File: config.mk
export PLATFORM = sky130hd
export DESIGN_NAME = fft_stream_ctrl
export DESIGN_NICKNAME = d
export VERILOG_FILES = /design/src/rtl/fft_stream_ctrl_pkg.sv /design/src/rtl/fft_stream_ctrl.sv
export SDC_FILE = /design/constraint.sdc
export NUM_CORES = 1
export LEC_CHECK = 0
export BUFFER_PORTS_ARGS = -buffer_cell sky130_fd_sc_hd__buf_2
export CORE_UTILIZATION = 39
export CTS_CLUSTER_SIZE = 10
export DETAILED_ROUTE_END_ITERATION = 8
export PLACE_DENSITY = 0.76
export RECOVER_POWER = 100
export SLEW_MARGIN = 20
export SYNTH_ARGS = -nofsm -noshare
export SYNTH_HDL_FRONTEND = slang
export SYNTH_SLANG_ARGS = --single-unit
File: constraint.sdc
create_clock -name i_clk -period 3.52 [get_ports i_clk]
set_clock_uncertainty 0.2 [all_clocks]
set_input_delay 1.056 -clock i_clk [delete_from_list [all_inputs] [get_ports i_clk]]
set_output_delay 1.056 -clock i_clk [all_outputs]
set_load 0.005 [all_outputs]
File: src/rtl/fft_stream_ctrl_pkg.sv
// Shared definitions for the FFT streaming sequencer: controller state encoding
// and the result latency of the FFT core model that runs alongside it.
package fft_stream_ctrl_pkg;

   typedef enum logic [1:0] {
      ST_CLEAR = 2'd0,
      ST_IDLE  = 2'd1,
      ST_RUN   = 2'd2,
      ST_FLUSH = 2'd3
   } state_e;

   // Clock-enabled cycles between a sample entering the FFT core model and its result.
   localparam int FFT_LATENCY = 40;

endpackage

File: src/rtl/fft_stream_ctrl.sv
// Streaming sequencer around a pipelined FFT core: gates the core clock enable
// on input/output handshakes, hides pre-sync garbage, and drains with zero pads.
module fft_stream_ctrl
   import fft_stream_ctrl_pkg::*;
#(
   parameter int IW     = 15,
   parameter int OW     = 21,
   parameter int LGSIZE = 11,
   parameter int FCW    = 3
) (
   input  logic              i_clk,
   input  logic              i_areset_n,
   input  logic              s_valid,
   output logic              s_ready,
   input  logic [2*IW-1:0]   s_data,
   input  logic              s_last,
   input  logic              i_flush,
   output logic              o_fft_reset,
   output logic              o_fft_ce,
   output logic [2*IW-1:0]   o_fft_sample,
   input  logic [2*OW-1:0]   i_fft_result,
   input  logic              i_fft_sync,
   output logic              m_valid,
   input  logic              m_ready,
   output logic [2*OW-1:0]   m_data,
   output logic              m_last,
   output logic              o_busy,
   output logic              o_err,
   output state_e            o_dbg_state
);

   localparam logic [LGSIZE-1:0] IDX_LAST = '1;
   localparam logic [LGSIZE-1:0] IDX_ONE  = LGSIZE'(1);
   localparam logic [FCW-1:0]    FCNT_MAX = '1;

   state_e            state_q, state_d;
   logic [LGSIZE-1:0] iidx_q, iidx_d;
   logic [LGSIZE-1:0] oidx_q, oidx_d;
   logic [FCW-1:0]    fcnt_q, fcnt_d;
   logic              pend_q, pend_d;
   logic              primed_q, primed_d;
   logic              real_q, real_d;
   logic              err_q, err_d;

   logic              out_ok;
   logic              ce;
   logic              s_fire;
   logic              m_fire;
   logic              frame_inc;
   logic              frame_dec;

   // Both sides use strict valid/ready: a beat transfers exactly on a cycle where
   // valid && ready; a raised valid and its data hold until that transfer happens.
   always_comb begin
      m_valid      = pend_q && (primed_q || i_fft_sync);
      out_ok       = !m_valid || m_ready;
      s_ready      = (state_q == ST_RUN) && out_ok &&
                     !(iidx_q == '0 && fcnt_q == FCNT_MAX);
      s_fire       = s_valid && s_ready;
      m_fire       = m_valid && m_ready;
      m_last       = m_valid && (oidx_q == IDX_LAST);
      m_data       = i_fft_result;
      o_fft_sample = (state_q == ST_RUN) ? s_data : '0;
      o_fft_reset  = (state_q == ST_CLEAR);
      o_busy       = (state_q != ST_IDLE);
      o_err        = err_q;
      o_dbg_state  = state_q;
      ce           = 1'b0;
      case (state_q)
         ST_RUN:   ce = s_fire;
         ST_FLUSH: ce = out_ok && (iidx_q != '0 || fcnt_q != '0);
         default:  ce = 1'b0;
      endcase
      o_fft_ce     = ce;
      // A frame counts as in flight only if at least one real sample went into it.
      frame_inc    = ce && (iidx_q == IDX_LAST) && (real_q || state_q == ST_RUN);
      frame_dec    = m_fire && (oidx_q == IDX_LAST);
   end

   always_comb begin
      state_d  = state_q;
      iidx_d   = iidx_q;
      oidx_d   = oidx_q;
      fcnt_d   = fcnt_q;
      pend_d   = pend_q;
      primed_d = primed_q;
      real_d   = real_q;
      err_d    = err_q
               | (s_fire && s_last && iidx_q != IDX_LAST)
               | (pend_q && i_fft_sync && oidx_q != '0);

      case (state_q)
         ST_CLEAR: state_d = ST_IDLE;
         ST_IDLE:  if (s_valid) state_d = ST_RUN;
         ST_RUN:   if (i_flush) state_d = ST_FLUSH;
         ST_FLUSH: if (fcnt_q == '0 && iidx_q == '0) state_d = ST_CLEAR;
         default:  state_d = ST_CLEAR;
      endcase

      if (state_q == ST_CLEAR) begin
         iidx_d   = '0;
         oidx_d   = '0;
         fcnt_d   = '0;
         pend_d   = 1'b0;
         primed_d = 1'b0;
         real_d   = 1'b0;
      end else begin
         if (ce) begin
            iidx_d = iidx_q + IDX_ONE;
         end
         if (ce && iidx_q == IDX_LAST) begin
            real_d = 1'b0;
         end else if (ce && state_q == ST_RUN) begin
            real_d = 1'b1;
         end
         // A pre-prime result is simply overwritten: the next ce re-arms pend.
         if (ce) begin
            pend_d = 1'b1;
         end else if (m_fire) begin
            pend_d = 1'b0;
         end
         if (pend_q && i_fft_sync) begin
            primed_d = 1'b1;
         end
         if (m_fire) begin
            oidx_d = oidx_q + IDX_ONE;
         end
         fcnt_d = fcnt_q + {{(FCW-1){1'b0}}, frame_inc} - {{(FCW-1){1'b0}}, frame_dec};
      end
   end

   always_ff @(posedge i_clk or negedge i_areset_n) begin
      if (!i_areset_n) begin
         state_q  <= ST_CLEAR;
         iidx_q   <= '0;
         oidx_q   <= '0;
         fcnt_q   <= '0;
         pend_q   <= 1'b0;
         primed_q <= 1'b0;
         real_q   <= 1'b0;
         err_q    <= 1'b0;
      end else begin
         state_q  <= state_d;
         iidx_q   <= iidx_d;
         oidx_q   <= oidx_d;
         fcnt_q   <= fcnt_d;
         pend_q   <= pend_d;
         primed_q <= primed_d;
         real_q   <= real_d;
         err_q    <= err_d;
      end
   end

endmodule

# --- After elaboration in Yosys (flattened, before gate mapping) ---
# Cells that the tools add are included.
word_totals:
  register_bits: 31
  in_bits: 79
  out_inout_bits: 81
  elab_cells: 79
classes:
  addsub: 4
  eq_ne: 11
  mux: 19
  bitwise_logic: 2
  n_reduce_logical: 35
ops:
  columns: ["operator", "n"]
  rows:
  - ["11-bit 2-to-1 mux", 4]
  - ["30-bit 2-to-1 mux", 1]
  - ["11-bit by 1-bit adder with 11-bit output, second input constant", 2]
  - ["11-bit == test, second input constant", 2]
  - ["11-bit nonzero test", 2]
  - ["1-bit logical AND", 17]
  - ["11-bit logical NOT", 1]
  - ["11-bit != test, second input constant", 1]
  - ["3-bit nonzero test", 3]
  - ["1-bit 2-to-1 mux", 8]
  - ["2-bit case mux with 4 select lines", 1]
  - ["2-bit 2-to-1 mux", 3]
  - ["2-bit != test, second input constant", 3]
  - ["2-bit nonzero test", 3]
  - ["2-bit == test, second input constant", 2]
  - ["1-bit logical OR", 4]
  - ["3-bit by 1-bit adder with 3-bit output", 1]
  - ["3-bit == test, second input constant", 1]
  - ["3-bit logical NOT", 1]
  - ["3-bit 2-to-1 mux", 1]
  - ["3-bit AND reduction", 1]
  - ["3-bit by 1-bit subtractor with 3-bit output", 1]
  - ["2-bit by 1-bit == test with 1-bit output, second input constant", 1]
  - ["1-bit logical NOT", 2]
  - ["4 further kinds", 5]

# --- Logic depth before layout (Yosys ltp) ---
depth:
  ltp_word: 13
  mapped_depth: 15
  mapped_depth_nobuf: 14

# --- Least setup slack after synthesis ---
# Ideal clock, no wire load.
synth_path:
  kind: "in2reg"
  start: "input i_fft_sync"
  end: "register fcnt_q[2]"
  arrival_time_ps: 3271
  path_slack_ps: -83
  stages: 13
  cell_sequence: "o21ai_0 -> o21ai_0 -> or2_2 -> buf_2 -> nand2_1 -> o2111ai_1 -> ha_1 -> inv_1 -> ha_1 -> inv_1 -> fa_1 -> xnor2_1 -> nor2_1"
synth_between:
  elab_chain_len: 13
synth_rtl:
  columns: ["item", "line", "text"]
  rows:
  - ["start: declaration", "fft_stream_ctrl.sv:22", "input logic i_fft_sync,"]
  - ["1-bit logical OR (*)", "fft_stream_ctrl.sv:55", "m_valid = pend_q && (primed_q || i_fft_sync);"]
  - ["1-bit logical AND (*)", "fft_stream_ctrl.sv:55", null]
  - ["1-bit logical NOT (*)", "fft_stream_ctrl.sv:56", "out_ok = !m_valid || m_ready;"]
  - ["1-bit logical OR (*)", "fft_stream_ctrl.sv:56", null]
  - ["1-bit logical AND (2 in a row)", "fft_stream_ctrl.sv:57", "s_ready = (state_q == ST_RUN) && out_ok &&"]
  - ["1-bit logical AND", "fft_stream_ctrl.sv:59", "s_fire = s_valid && s_ready;"]
  - ["1-bit case mux with 2 select lines (*)", "fft_stream_ctrl.sv:69", "case (state_q)"]
  - ["net o_fft_ce", "fft_stream_ctrl.sv:19", "output logic o_fft_ce,"]
  - ["1-bit logical AND (*) (2 in a row)", "fft_stream_ctrl.sv:76", "frame_inc = ce && (iidx_q == IDX_LAST) && (real_q || state_q == ST_RUN);"]
  - ["3-bit by 1-bit adder with 3-bit output (*)", "fft_stream_ctrl.sv:128", "fcnt_d = fcnt_q + {{(FCW-1){1'b0}}, frame_inc} - {{(FCW-1){1'b0}}, frame_dec};"]
  - ["3-bit by 1-bit subtractor with 3-bit output (*)", "fft_stream_ctrl.sv:128", null]
  - ["3-bit 2-to-1 mux (*)", "fft_stream_ctrl.sv:100", "if (state_q == ST_CLEAR) begin"]
  - ["net fcnt_d[2]", "fft_stream_ctrl.sv:39", "logic [FCW-1:0] fcnt_q, fcnt_d;"]
  - ["end signal: assignment", "fft_stream_ctrl.sv:146", "fcnt_q <= fcnt_d;"]
  - ["end: declaration", "fft_stream_ctrl.sv:39", null]
# The timed path passes the listed nets; every way through them passes the cells marked *.
# A chain may end at the register's enable or synchronous reset.

# --- Final worst setup path ---
layout_path:
  start: "register iidx_q[7]"
  end: "output o_fft_ce"
layout_between:
  elab_chain_len: 6
layout_rtl:
  columns: ["item", "line", "text"]
  rows:
  - ["start: declaration", "fft_stream_ctrl.sv:37", "logic [LGSIZE-1:0] iidx_q, iidx_d;"]
  - ["start signal: assignment", "fft_stream_ctrl.sv:144", "iidx_q <= iidx_d;"]
  - ["11-bit logical NOT", "fft_stream_ctrl.sv:58", "!(iidx_q == '0 && fcnt_q == FCNT_MAX);"]
  - ["1-bit logical AND", "fft_stream_ctrl.sv:58", null]
  - ["1-bit logical NOT", "fft_stream_ctrl.sv:58", null]
  - ["1-bit logical AND", "fft_stream_ctrl.sv:57", null]
  - ["1-bit logical AND", "fft_stream_ctrl.sv:59", null]
  - ["1-bit case mux with 2 select lines (*)", "fft_stream_ctrl.sv:69", null]
  - ["end: declaration", "fft_stream_ctrl.sv:19", null]
# Every way passes the cells marked *; elsewhere a longest branch is shown, timed or not.

==> flow_summary.html <==
<table>
<tr><th>Metric</th><th>Value</th></tr>
<tr><th colspan="2">Routing</th></tr>
<tr><td>Initial detailed-routing violation count</td><td>147</td></tr>
<tr><td>Remaining antenna violation count after routing</td><td>0</td></tr>
<tr><td>Ratio of routed vias to standard cells</td><td>5.21</td></tr>
<tr><td>Sum of routed wire length over all layers</td><td>5720 µm</td></tr>
<tr><td>Total vias in the final route</td><td>2,049</td></tr>
<tr><td>Number of iterations in the first detailed-routing pass</td><td>4</td></tr>
<tr><td>DRC Markers</td><td>0</td></tr>
<tr><td>Wire length per cell</td><td>14.5 µm</td></tr>
<tr><th colspan="2">Die</th></tr>
<tr><td>Placeable core area</td><td>0.00592 mm²</td></tr>
<tr><td>Standard-cell rows</td><td>28</td></tr>
<tr><td>Die area</td><td>0.00642 mm²</td></tr>
<tr><td>Number of top-level pins</td><td>160</td></tr>
<tr><td>Die width</td><td>80.1 µm</td></tr>
<tr><td>Initial standard-cell utilization of the core</td><td>40.2%</td></tr>
<tr><td>Die height</td><td>80.1 µm</td></tr>
<tr><th colspan="2">Run status</th></tr>
<tr><td>Outcome</td><td>finished, violations left</td></tr>
<tr><td>Violations in the final reports</td><td>max-capacitance violations, max-slew violations</td></tr>
<tr><th colspan="2">Cells and area</th></tr>
<tr><td>Total Nets Final</td><td>410</td></tr>
<tr><td>Antenna Diode Count</td><td>0</td></tr>
<tr><td>Layout-stage area growth over the synthesis result</td><td>11.6%</td></tr>
<tr><td>Layout cell share with drive strength beyond 1</td><td>33.6%</td></tr>
<tr><td>Count of non-filler cells in the finished layout</td><td>393</td></tr>
<tr><th colspan="2">Yosys</th></tr>
<tr><td>Most numerous cell types in the synthesized netlist</td><td>43 x sky130_fd_sc_hd__buf_4, 32 x sky130_fd_sc_hd__and2_1, 31 x sky130_fd_sc_hd__dfrtp_1</td></tr>
<tr><td>Net count of the mapped netlist</td><td>369</td></tr>
<tr><td>Library cell occupying the most area in the post-synthesis netlist</td><td>sky130_fd_sc_hd__dfrtp_1</td></tr>
<tr><td>Leading cell type by number of instances after synthesis</td><td>sky130_fd_sc_hd__buf_4</td></tr>
<tr><td>Count of synthesis-stage warnings from yosys</td><td>0</td></tr>
<tr><td>Top cells by area, synth</td><td>sky130_fd_sc_hd__dfrtp_1 33%, sky130_fd_sc_hd__buf_4 14%, sky130_fd_sc_hd__and2_1 8.4%, sky130_fd_sc_hd__ha_1 5.8%, sky130_fd_sc_hd__mux2_2 4.3%</td></tr>
<tr><td>Number of library cell types mapped by synthesis</td><td>39</td></tr>
<tr><td>Most frequently used flop master after synthesis</td><td>sky130_fd_sc_hd__dfrtp_1</td></tr>
<tr><td>Proportion of netlist area held by the largest area contributor</td><td>32.6%</td></tr>
<tr><td>Synthesized flop and latch total</td><td>31</td></tr>
<tr><td>Post-synthesis cell area</td><td>0.00238 mm²</td></tr>
<tr><td>Register area share after synthesis</td><td>32.6%</td></tr>
<tr><td>Number of enable flip-flop cells after synthesis</td><td>0</td></tr>
<tr><td>Avg Cell Area, Syn</td><td>8.56 µm²</td></tr>
<tr><td>Post-Synthesis Cells</td><td>278</td></tr>
<tr><td>Asr flop ratio synth</td><td>100%</td></tr>
<tr><th colspan="2">Critical path</th></tr>
<tr><td>Cell depth of the worst flop-to-flop path</td><td>12</td></tr>
<tr><td>Standard cell with the maximum stage delay on the critical path</td><td>sky130_fd_sc_hd__or4_4</td></tr>
<tr><td>Start-to-end type of the worst setup path</td><td>reg -&gt; out</td></tr>
<tr><td>Required time at the endpoint of the critical path</td><td>2260 ps</td></tr>
<tr><td>Total stage count of the critical path</td><td>6</td></tr>
<tr><td>Type of element launching the critical path</td><td>register</td></tr>
<tr><td>Data arrival time of the critical path</td><td>2210 ps</td></tr>
<tr><td>Buffer and inverter count on the worst path</td><td>2</td></tr>
<tr><td>Worst path top cell family by delay</td><td>simple AND/OR/NAND/NOR gates</td></tr>
<tr><td>Most common cell on crit path</td><td>sky130_fd_sc_hd__or4_4</td></tr>
<tr><td>Peak fanout along the critical path</td><td>4</td></tr>
<tr><td>Crit-path max cell delay</td><td>550 ps</td></tr>
<tr><td>Critical Path End Type</td><td>primary output</td></tr>
<tr><td>Worst-path cell chain</td><td>or4_4 -&gt; or4_4 -&gt; nand3_2 -&gt; nand2_1 -&gt; buf_4 -&gt; buf_2</td></tr>
<tr><th colspan="2">CTS</th></tr>
<tr><td>Clock root buffer</td><td>sky130_fd_sc_hd__clkbuf_8</td></tr>
<tr><td>Max H-tree Level</td><td>2</td></tr>
<tr><td>Clock sink total</td><td>31</td></tr>
<tr><td>Longest Clk Path Bufs</td><td>2</td></tr>
<tr><td>TritonCTS clock tree</td><td>yes</td></tr>
<tr><td>Clk Latency, worst-skew pair</td><td>280 ps</td></tr>
<tr><td>Number of clock buffers inserted by TritonCTS</td><td>5</td></tr>
<tr><td>Reg clk slew, reported paths</td><td>60 ps</td></tr>
<tr><th colspan="2">Power</th></tr>
<tr><td>Power per cell area</td><td>536 mW/mm²</td></tr>
<tr><td>Leak Pwr</td><td>0.00138 µW</td></tr>
<tr><td>Peak supply drop</td><td>0.000416 V</td></tr>
<tr><th colspan="2">Run</th></tr>
<tr><td>MaxCap Viol Count</td><td>2</td></tr>
<tr><th colspan="2">Timing</th></tr>
<tr><td>Worst rel slew slack</td><td>-8.82%</td></tr>
<tr><td>Worst hold slack</td><td>291 ps</td></tr>
<tr><td>Final worst-path cycle share</td><td>98.4%</td></tr>
<tr><td>Final setup violation count</td><td>0</td></tr>
<tr><td>Least-Margin Pin Slew</td><td>1630 ps</td></tr>
<tr><td>Max frequency</td><td>289 MHz</td></tr>
<tr><td>Final Hold Vio Count</td><td>0</td></tr>
<tr><td>Time the final worst path needs with I/O delays and setup</td><td>3460 ps</td></tr>
<tr><td>Final max-slew violation count</td><td>70</td></tr>
<tr><th colspan="2">Global routing</th></tr>
<tr><td>First-pass GRT wire length</td><td>8790 µm</td></tr>
<tr><td>Combined global-route utilization of all metal layers</td><td>17.9%</td></tr>
<tr><td>Antenna violations before repair</td><td>0</td></tr>
<tr><td>Number of global-route vias before repair</td><td>1,802</td></tr>
<tr><td>Grt ovf</td><td>0</td></tr>
<tr><td>Largest net degree at the start of global routing</td><td>38</td></tr>
<tr><th colspan="2">Hold path</th></tr>
<tr><td>Worst hold path type</td><td>reg -&gt; reg</td></tr>
<tr><td>Min-Delay Path Depth</td><td>2</td></tr>
<tr><th colspan="2">Placement</th></tr>
<tr><td>Post-placement cell count</td><td>384</td></tr>
<tr><td>Gp weighted congestion</td><td>0.921</td></tr>
<tr><td>Detailed Place HPWL</td><td>4430 µm</td></tr>
<tr><td>Port Buf Inserts</td><td>75</td></tr>
</table>
==> cells by family after synthesis <==
group	count (synthesis)	share of synthesized area, %
buffers and inverters	66	17.2
adders and majority gates	12	6.62
AOI/OAI and AO/OA	35	8.67
xor gates and xnor gates	9	3.31
and+or+nand+nor	115	26.7
DFF	31	32.6
muxes	10	4.89
==> routing by layer <==
metal  track usage, %  routed length [µm]
met5                0                   0
met4             8.57                 197
met3             5.34                 403
met2             27.9                2710
met1             22.5                2400
==> final timing paths <==
| kind | startpoint | end | slack [ps] |
|---|---|---|---|
| min in group asynchronous | i_areset_n | iidx_q[2]$_DFFE_PN0P_ | 990 |
| max reg2reg | iidx_q[7]$_DFFE_PN0P_ | fcnt_q[2]$_DFF_PN0_ | 300 |
| max | iidx_q[7]$_DFFE_PN0P_ | o_fft_ce | 60 |
| min reg2reg | o_err$_DFF_PN0_ | o_err$_DFF_PN0_ | 290 |
| max in group asynchronous | i_areset_n | iidx_q[6]$_DFFE_PN0P_ | 1070 |
| min | o_err$_DFF_PN0_ | o_err$_DFF_PN0_ | 290 |
==> worst min-delay path: cells and delay by family (launching register included) <==
kind / cells / cell delay [ps]
DFF: 1 / 360
and+or+nand+nor: 1 / 60
AOI/OAI and AO/OA: 1 / 50
==> through the flow <==
stage               total power [µW]  utilization [%]  cell area, µm²  TNS (ps)  setup slack (ps)
finish                          1420             44.9            2660         0              55.2
global route                    1550             44.9            2660     -13.6             -13.6
CTS                             1430             44.3            2620         0              9.58
detailed placement              1170             43.0            2550         0              84.2
global placement                1150             43.0            2550         0               124
floorplan                        914                -            2380         0              49.7
==> state kept, by name, indices dropped and copies added, names as in the netlist <==
| name | count |
|---|---|
| fcnt_q | 3 |
| o_dbg_state | 2 |
| o_err | 1 |
| real_q | 1 |
| pend_q | 1 |
| primed_q | 1 |
| oidx_q | 11 |
| iidx_q | 11 |
==> final cells by class <==
class / count / area, µm²
tap: 75 / 93.8
timing repair buffer: 85 / 445
multi-input combinational: 181 / 1210
fill: 580 / 3260
sequential: 31 / 778
inverter: 15 / 56.3
clock buffer: 6 / 72.6
==> report_power, final <==
group / leakage [µW] / total, µW / switching [µW] / internal (µW)
logic: 0.000928 / 716 / 394 / 323
registers: 0.000415 / 455 / 49.8 / 406
clock network: 0.0000371 / 251 / 119 / 131
total: 0.00138 / 1420 / 563 / 860
==> placed cells by master, fill, tap and decap left out, types with 4 or more instances in the layout <==
master                     synthesis  routed
sky130_fd_sc_hd__o21ai_0          11      10
sky130_fd_sc_hd__and2_1           32      32
sky130_fd_sc_hd__buf_4            43       9
sky130_fd_sc_hd__a21oi_1          14      14
sky130_fd_sc_hd__mux2_2            9       9
sky130_fd_sc_hd__nand2_1           9       9
sky130_fd_sc_hd__ha_1             11      11
sky130_fd_sc_hd__xnor2_1           4       4
sky130_fd_sc_hd__buf_2             1      74
sky130_fd_sc_hd__dfrtp_1          31      29
sky130_fd_sc_hd__clkbuf_8          0       5
sky130_fd_sc_hd__inv_1            15      15
sky130_fd_sc_hd__or3_1             4       4
sky130_fd_sc_hd__nand3_1          12      11
sky130_fd_sc_hd__nor2_1           27      27
sky130_fd_sc_hd__nor2b_1           9       9
sky130_fd_sc_hd__xor2_1            5       5
sky130_fd_sc_hd__nand4_1           4       4
==> timing repair <==
item                       CTS  global route
gates resized for setup      0             5
setup endpoints to repair    0             1
setup buffers                0             3
hold buffers                 0             0
Power figures use the tool's default switching activity.
